$ cat config.mk
export PLATFORM = sky130hd
export DESIGN_NAME = matmul_mac_ctrl_flat
export DESIGN_NICKNAME = d
export VERILOG_FILES = /design/src/rtl/matmul_mac_ctrl_if.sv /design/src/rtl/matmul_mac_ctrl.sv /design/src/flat_wrapper.sv
export SDC_FILE = /design/constraint.sdc
export NUM_CORES = 1
export LEC_CHECK = 0
export CORE_MARGIN = 5
export CORE_UTILIZATION = 25
export DETAILED_ROUTE_END_ITERATION = 7
export HOLD_SLACK_MARGIN = 0.1
export PLACE_DENSITY = 0.55
export SLEW_MARGIN = 5
export SYNTH_ARGS = -nofsm -noshare
export SYNTH_HDL_FRONTEND = slang
export SYNTH_SLANG_ARGS = --single-unit
$ cat constraint.sdc
create_clock -name clk -period 8.8 [get_ports clk]
set_input_delay 1.32 -clock clk [delete_from_list [all_inputs] [get_ports clk]]
set_output_delay 1.32 -clock clk [all_outputs]
set_load 0.01 [all_outputs]
$ cat src/rtl/matmul_mac_ctrl_if.sv
// Purpose: command, operand-read and result-write signals of the matmul sequencer.
// Latency: wiring only, no storage.
// Backpressure: none; the storage answers reads combinationally and always accepts writes.
interface matmul_mac_ctrl_if #(
  parameter int IW   = 3,
  parameter int DW   = 4,
  parameter int ACCW = 10
);
  logic            start;
  logic            abort;
  logic [IW-1:0]   a_row;
  logic [IW-1:0]   a_col;
  logic [IW-1:0]   b_row;
  logic [IW-1:0]   b_col;
  logic [DW-1:0]   a_data;
  logic [DW-1:0]   b_data;
  logic            c_wr_en;
  logic [IW-1:0]   c_row;
  logic [IW-1:0]   c_col;
  logic [ACCW-1:0] c_data;
  logic            busy;
  logic            done;

  // Command logic plus operand/result storage.
  modport master (
    output start, abort, a_data, b_data,
    input  a_row, a_col, b_row, b_col, c_wr_en, c_row, c_col, c_data, busy, done
  );

  // The sequencer itself.
  modport slave (
    input  start, abort, a_data, b_data,
    output a_row, a_col, b_row, b_col, c_wr_en, c_row, c_col, c_data, busy, done
  );
endinterface

$ cat src/rtl/matmul_mac_ctrl.sv
// Purpose: walks (i,j,k) for C = A x B, one MAC per cycle, one C write per element.
// Latency: N ACC cycles + 1 WRITE cycle per element; done at cycle N*N*(N+1)+1 after start.
// Backpressure: none; abort returns to IDLE at once, start outside IDLE is ignored.
module matmul_mac_ctrl #(
  parameter int N    = 2,
  parameter int IW   = 3,
  parameter int DW   = 4,
  parameter int ACCW = 10
) (
  input logic               clk,
  input logic               rst_n,
  matmul_mac_ctrl_if.slave  bus
);

  typedef enum logic [1:0] {
    S_IDLE  = 2'd0,
    S_ACC   = 2'd1,
    S_WRITE = 2'd2,
    S_DONE  = 2'd3
  } state_t;

  localparam logic [IW-1:0] LAST = IW'(N - 1);

  state_t          state_q, state_d;
  logic [IW-1:0]   i_q, i_d;
  logic [IW-1:0]   j_q, j_d;
  logic [IW-1:0]   k_q, k_d;
  logic [ACCW-1:0] acc_q, acc_d;
  logic [ACCW-1:0] c_last_q, c_last_d;

  logic [2*DW-1:0] prod;
  logic [ACCW-1:0] prod_ext;
  logic [ACCW-1:0] acc_sum;

  // Bitwise ripple-carry sum; the carry out of the top bit is dropped, so the
  // result wraps modulo 2^ACCW.
  function automatic logic [ACCW-1:0] ripple_add(input logic [ACCW-1:0] a,
                                                 input logic [ACCW-1:0] b);
    logic [ACCW-1:0] s;
    logic            c;
    s = '0;
    c = 1'b0;
    for (int n = 0; n < ACCW; n++) begin
      s[n] = a[n] ^ b[n] ^ c;
      c    = (a[n] & b[n]) | (c & (a[n] ^ b[n]));
    end
    return s;
  endfunction

  // Full-width unsigned product, then sized onto the accumulator path.
  always_comb begin
    prod     = (2*DW)'(bus.a_data) * (2*DW)'(bus.b_data);
    prod_ext = ACCW'(prod);
    acc_sum  = ripple_add(acc_q, prod_ext);
  end

  // Next-state and counter update; abort outside IDLE overrides everything.
  always_comb begin
    state_d  = state_q;
    i_d      = i_q;
    j_d      = j_q;
    k_d      = k_q;
    acc_d    = acc_q;
    c_last_d = c_last_q;

    case (state_q)
      S_IDLE: begin
        i_d   = '0;
        j_d   = '0;
        k_d   = '0;
        acc_d = '0;
        if (bus.start) state_d = S_ACC;
      end
      S_ACC: begin
        acc_d = acc_sum;
        if (k_q == LAST) state_d = S_WRITE;
        else             k_d     = k_q + IW'(1);
      end
      S_WRITE: begin
        c_last_d = acc_q;
        acc_d    = '0;
        k_d      = '0;
        if (j_q == LAST) begin
          j_d = '0;
          i_d = i_q + IW'(1);
        end else begin
          j_d = j_q + IW'(1);
        end
        if ((i_q == LAST) && (j_q == LAST)) begin
          state_d = S_DONE;
          i_d     = '0;
          j_d     = '0;
        end else begin
          state_d = S_ACC;
        end
      end
      S_DONE: begin
        state_d = S_IDLE;
        i_d     = '0;
        j_d     = '0;
        k_d     = '0;
        acc_d   = '0;
      end
      default: state_d = S_IDLE;
    endcase

    // An aborted WRITE produces no write, so the held result is left alone.
    if (bus.abort && (state_q != S_IDLE)) begin
      state_d  = S_IDLE;
      i_d      = '0;
      j_d      = '0;
      k_d      = '0;
      acc_d    = '0;
      c_last_d = c_last_q;
    end
  end

  // State, counters, accumulator and last written result.
  always_ff @(posedge clk or negedge rst_n) begin
    if (!rst_n) begin
      state_q  <= S_IDLE;
      i_q      <= '0;
      j_q      <= '0;
      k_q      <= '0;
      acc_q    <= '0;
      c_last_q <= '0;
    end else begin
      state_q  <= state_d;
      i_q      <= i_d;
      j_q      <= j_d;
      k_q      <= k_d;
      acc_q    <= acc_d;
      c_last_q <= c_last_d;
    end
  end

  // Output decodes straight from registered state; abort masks the strobes.
  always_comb begin
    bus.a_row   = i_q;
    bus.a_col   = k_q;
    bus.b_row   = k_q;
    bus.b_col   = j_q;
    bus.c_row   = i_q;
    bus.c_col   = j_q;
    bus.c_wr_en = (state_q == S_WRITE) && !bus.abort;
    bus.done    = (state_q == S_DONE) && !bus.abort;
    bus.busy    = (state_q != S_IDLE);
    bus.c_data  = bus.c_wr_en ? acc_q : c_last_q;
  end

endmodule
$ cat src/flat_wrapper.sv
// flat-port wrapper written by rule: the top's interface ports become plain ports
module matmul_mac_ctrl_flat 
#(
  parameter int N    = 2,
  parameter int IW   = 3,
  parameter int DW   = 4,
  parameter int ACCW = 10
)
  (clk, rst_n, bus_start, bus_abort, bus_a_data, bus_b_data, bus_a_row, bus_a_col, bus_b_row, bus_b_col, bus_c_wr_en, bus_c_row, bus_c_col, bus_c_data, bus_busy, bus_done);
  matmul_mac_ctrl_if #(.IW(IW), .DW(DW), .ACCW(ACCW)) bus_i ();
  input logic clk;
  input logic rst_n;
  input wire logic [$bits(bus_i.start)-1:0] bus_start;
  input wire logic [$bits(bus_i.abort)-1:0] bus_abort;
  input wire logic [$bits(bus_i.a_data)-1:0] bus_a_data;
  input wire logic [$bits(bus_i.b_data)-1:0] bus_b_data;
  output wire logic [$bits(bus_i.a_row)-1:0] bus_a_row;
  output wire logic [$bits(bus_i.a_col)-1:0] bus_a_col;
  output wire logic [$bits(bus_i.b_row)-1:0] bus_b_row;
  output wire logic [$bits(bus_i.b_col)-1:0] bus_b_col;
  output wire logic [$bits(bus_i.c_wr_en)-1:0] bus_c_wr_en;
  output wire logic [$bits(bus_i.c_row)-1:0] bus_c_row;
  output wire logic [$bits(bus_i.c_col)-1:0] bus_c_col;
  output wire logic [$bits(bus_i.c_data)-1:0] bus_c_data;
  output wire logic [$bits(bus_i.busy)-1:0] bus_busy;
  output wire logic [$bits(bus_i.done)-1:0] bus_done;
  assign bus_i.start = bus_start;
  assign bus_i.abort = bus_abort;
  assign bus_i.a_data = bus_a_data;
  assign bus_i.b_data = bus_b_data;
  assign bus_a_row = bus_i.a_row;
  assign bus_a_col = bus_i.a_col;
  assign bus_b_row = bus_i.b_row;
  assign bus_b_col = bus_i.b_col;
  assign bus_c_wr_en = bus_i.c_wr_en;
  assign bus_c_row = bus_i.c_row;
  assign bus_c_col = bus_i.c_col;
  assign bus_c_data = bus_i.c_data;
  assign bus_busy = bus_i.busy;
  assign bus_done = bus_i.done;
  matmul_mac_ctrl #(.N(N), .IW(IW), .DW(DW), .ACCW(ACCW)) u_core (.clk(clk), .rst_n(rst_n), .bus(bus_i));
endmodule
==> Implementation_results.wiki <==
{| class="wikitable"
! Metric !! Value
|-
| Adder-Cell Fraction of Synth Area || 22.39%
|-
| Vias in the first global route || 1,567
|-
| Mux share of post-synthesis cell area || 9.666%
|-
| Fraction of the mapped netlist area in simple logic gates || 15.26%
|-
| DR pass1 iterations || 3
|-
| Worst Setup End Kind || register
|-
| Synthesized netlist net count || 242
|-
| Total standard cell area after synthesis || 2213 um2
|-
| I/O pins || 43
|-
| Worst Setup Start Kind || input port
|-
| Maximum number of buffers from clock root to sink || 2
|-
| Required time reported for the critical path endpoint || 8970 ps
|-
| Routed length per instance || 12.67 um
|-
| Inserted Diodes || 0
|-
| Top cells by area, synth || sky130_fd_sc_hd__dfrtp_1, sky130_fd_sc_hd__ha_1, sky130_fd_sc_hd__fa_1
|-
| Area share of the largest cell type after synthesis || 35.05%
|-
| Relative contribution of combinational cells to total power || 49.2%
|-
| DRC violation count after routing || 0
|-
| Top cell types by occurrence after synthesis || sky130_fd_sc_hd__dfrtp_1, sky130_fd_sc_hd__ha_1, sky130_fd_sc_hd__mux2_2
|-
| Final worst clock skew || 4.184 ps
|-
| TritonCTS Buffers || 5
|-
| Overflow left after global routing || 0
|-
| Number of hold violations in the final report || 0
|-
| Leading cell type by number of instances after synthesis || sky130_fd_sc_hd__dfrtp_1
|-
| Maximum fanout encountered on the critical timing path || 4
|-
| Number of buffers added to fix hold violations after cts || 0
|-
| Global-route wire length before repair || 7707 um
|-
| Final weighted congestion in routability-driven placement || 0.7068
|-
| Slew margin rel. || 19.09%
|-
| Initial DRC Count || 62
|-
| Min-delay worst type || reg2reg
|-
| Sequential share of power || 32.7%
|-
| Vias per cell || 4.360
|-
| Static leakage || 1.305 nW
|-
| Post-route worst hold slack || 503.6 ps
|-
| Antenna violations before repair || 0
|-
| Result of the run || finished clean
|-
| Final Cycle Share || 63.72%
|-
| Largest net degree at the start of global routing || 32
|-
| Sequential-to-total area share from yosys stat || 35.05%
|-
| Number of synthesized flops with an enable pin || 0
|-
| Distinct cell type count of the synthesized netlist || 37
|-
| Start-to-end type of the worst setup path || in2reg
|-
| Total number of clock tree sinks || 31
|-
| Maximum ir drop on the vdd rail || 70.90 uV
|-
| Worst EP arrival || 5780 ps
|-
| Total die area || 10,830 um2
|-
| Clock insertion delay at the later pin of the skew report || 280 ps
|-
| Hold Crit Start || u_core.c_last_q[8]$_DFFE_PN0P_
|-
| Post-CTS Repair Setup Buffers || 0
|-
| Fraction of synthesis flops using an asynchronous set or reset pin || 100.0%
|-
| Clock tree from TritonCTS || built
|-
| DIE HEIGHT || 104.1 um
|-
| Launch point of the critical path || bus_a_data[0]
|-
| Pint || 0.4295 mW
|-
| Slew Limit Fails || 0
|-
| Effective utilization at floorplan || 25.50%
|-
| Switching share of total power || 37.16%
|-
| Layout Area Growth over Synthesis || 25.89%
|-
| Vias after detailed routing || 1,491
|-
| Net load switching power || 0.2540 mW
|-
| Yosys synthesis warning count || 0
|-
| Slew at the pin with the worst max-slew slack || 1211 ps
|-
| Post-detailed-placement half-perimeter wirelength || 3319 um
|-
| Number of filler instances in the final layout || 913
|-
| Launch instance of the worst register-to-register path || u_core.acc_q[0]$_DFF_PN0_
|-
| Maximum frequency from static timing analysis || 178.3 MHz
|-
| Placement row count || 34
|-
| Setup repair after global routing missed its margin || false
|-
| Clock share of power || 18.1%
|-
| Number of levels the H-tree was split into || 2
|-
| Xor/xnor share of the synthesized area || 2.770%
|-
| Setup-failing EPs final || 0
|-
| Clock transition time at the flip-flop clock pins of the worst setup and hold paths || 60 ps
|-
| Cell area power density || 245.3 nW/um2
|-
| Synth Instances || 197
|-
| Post-synth top area cell || sky130_fd_sc_hd__dfrtp_1
|-
| Quantity of gates resized following cts || 0
|-
| Area fraction in compound gates after synthesis || 9.101%
|-
| Primary flip-flop cell chosen by synthesis mapping || sky130_fd_sc_hd__dfrtp_1
|-
| Total Nets Final || 278
|-
| Overall routed net length || 4334 um
|-
| Max-cap violation count || 0
|-
| Main combinational cell family by area after synthesis || adder cells
|-
| Setup tns final || 0 ps
|-
| Clock root buffer master || sky130_fd_sc_hd__clkbuf_8
|-
| Fraction of final layout cells sized beyond drive strength 1 || 14.96%
|-
| Syn_area_per_cell || 11.24 um2
|-
| Global Route Usage Sum || 8.524%
|-
| Register bit total from synthesis || 31
|-
| Horizontal die dimension || 104.1 um
|-
| Post-route minimum period || 5608 ps
|-
| Core Footprint || 8678 um2
|-
| # port buffers || 42
|-
| Count of antenna-violating nets left after detailed routing || 0
|}
## metrics by stage
step           cell area (um2)  util, %  power [mW]  instances  setup WS [ps]
2_1_floorplan             2213        -      0.4488        197           3526
3_3_place_gp              2686    30.95      0.5671        334           2900
3_5_place_dp              2686    30.95      0.5689        334           2860
4_1_cts                   2786    32.11      0.6980        342           3169
5_1_grt                   2786    32.11      0.7460        342           2988
6_report                  2786    32.11      0.6835        342           3192
## state kept, by name, summed over array words and instances (netlist names)
name,flops
u_core.acc_q,10
u_core.c_last_q,10
u_core.bus.a_col,3
u_core.bus.a_row,3
u_core.bus.b_col,3
u_core.state_q,2
## final timing paths
path / endpoint / slack, ps / depth (start not counted)
max reg2reg: u_core.acc_q[8]$_DFF_PN0_ / 5120 / 12
max in group asynchronous: u_core.c_last_q[1]$_DFFE_PN0P_ / 7070 / 2
max: u_core.acc_q[8]$_DFF_PN0_ / 3190 / 15
min in group asynchronous: u_core.bus.b_col[2]$_DFFE_PN0P_ / 1430 / 2
min reg2reg: u_core.c_last_q[8]$_DFFE_PN0P_ / 500 / 1
min: u_core.c_last_q[8]$_DFFE_PN0P_ / 500 / 1
## placed cells by master (no fill, tap or decap), types with 5 or more instances in the layout
cell type                         Yosys  layout
sky130_fd_sc_hd__and2_1              14      14
sky130_fd_sc_hd__clkbuf_8             0       7
sky130_fd_sc_hd__nand2_1             13      13
sky130_fd_sc_hd__nor2_1               7       7
sky130_fd_sc_hd__and3_1               8       8
sky130_fd_sc_hd__dfrtp_1             31      31
sky130_fd_sc_hd__clkdlybuf4s50_1      0      42
sky130_fd_sc_hd__xnor2_1              5       5
sky130_fd_sc_hd__ha_1                22      22
sky130_fd_sc_hd__a21oi_1              8       8
sky130_fd_sc_hd__mux2_2              19      19
sky130_fd_sc_hd__inv_1               10      10
sky130_fd_sc_hd__fa_1                11      11
## cell families after synthesis
group | count (synthesis)
multiplexers | 19
AND/OR/NAND/NOR | 57
flip-flops | 31
adder cells (fa/ha/maj) | 33
buffers and inverters | 24
XOR/XNOR | 7
AO/OA/AOI/OAI | 26
## final cells by class
| type | count | area (um2) | share of cell area [%] |
|---|---|---|---|
| flip-flops and latches | 31 | 775.7 | 27.84 |
| well taps | 108 | 135.1 | 4.850 |
| inverters | 10 | 37.54 | 1.347 |
| repair buffers | 43 | 427.9 | 15.36 |
| multi-input cells | 142 | 1310 | 47.01 |
| clock buffers | 8 | 100.1 | 3.592 |
## critical path, stage by stage
cell and delay, ps:
sky130_fd_sc_hd__clkdlybuf4s50_1 500, sky130_fd_sc_hd__nand2_1 90, sky130_fd_sc_hd__fa_1 530, sky130_fd_sc_hd__inv_1 50, sky130_fd_sc_hd__fa_1 520, sky130_fd_sc_hd__fa_1 520, sky130_fd_sc_hd__fa_1 410, sky130_fd_sc_hd__fa_1 380
sky130_fd_sc_hd__fa_1 390, sky130_fd_sc_hd__fa_1 360, sky130_fd_sc_hd__inv_1 80, sky130_fd_sc_hd__fa_1 160, sky130_fd_sc_hd__inv_1 40, sky130_fd_sc_hd__ha_1 260, sky130_fd_sc_hd__and3_1 160
## per-layer routing
metal	routed length (um)	GRT usage [%]	vias up	part of all wire, %
li1	-	-	740	-
met1	2146	11.78	716	50
met2	1910	12.52	27	44
met3	223	2.980	8	5.1
met4	54	2.498	0	1.2
met5	0	0	-	0
## power by group through the flow
stage	sequential, mW	clock (mW)	combinational, mW
finish	0.224	0.123	0.336
global route	0.233	0.135	0.378
CTS	0.225	0.128	0.345
detailed placement	0.227	0	0.342
global placement	0.225	0	0.342
floorplan	0.220	0	0.229
No activity file was read; power rests on OpenSTA's default activity.
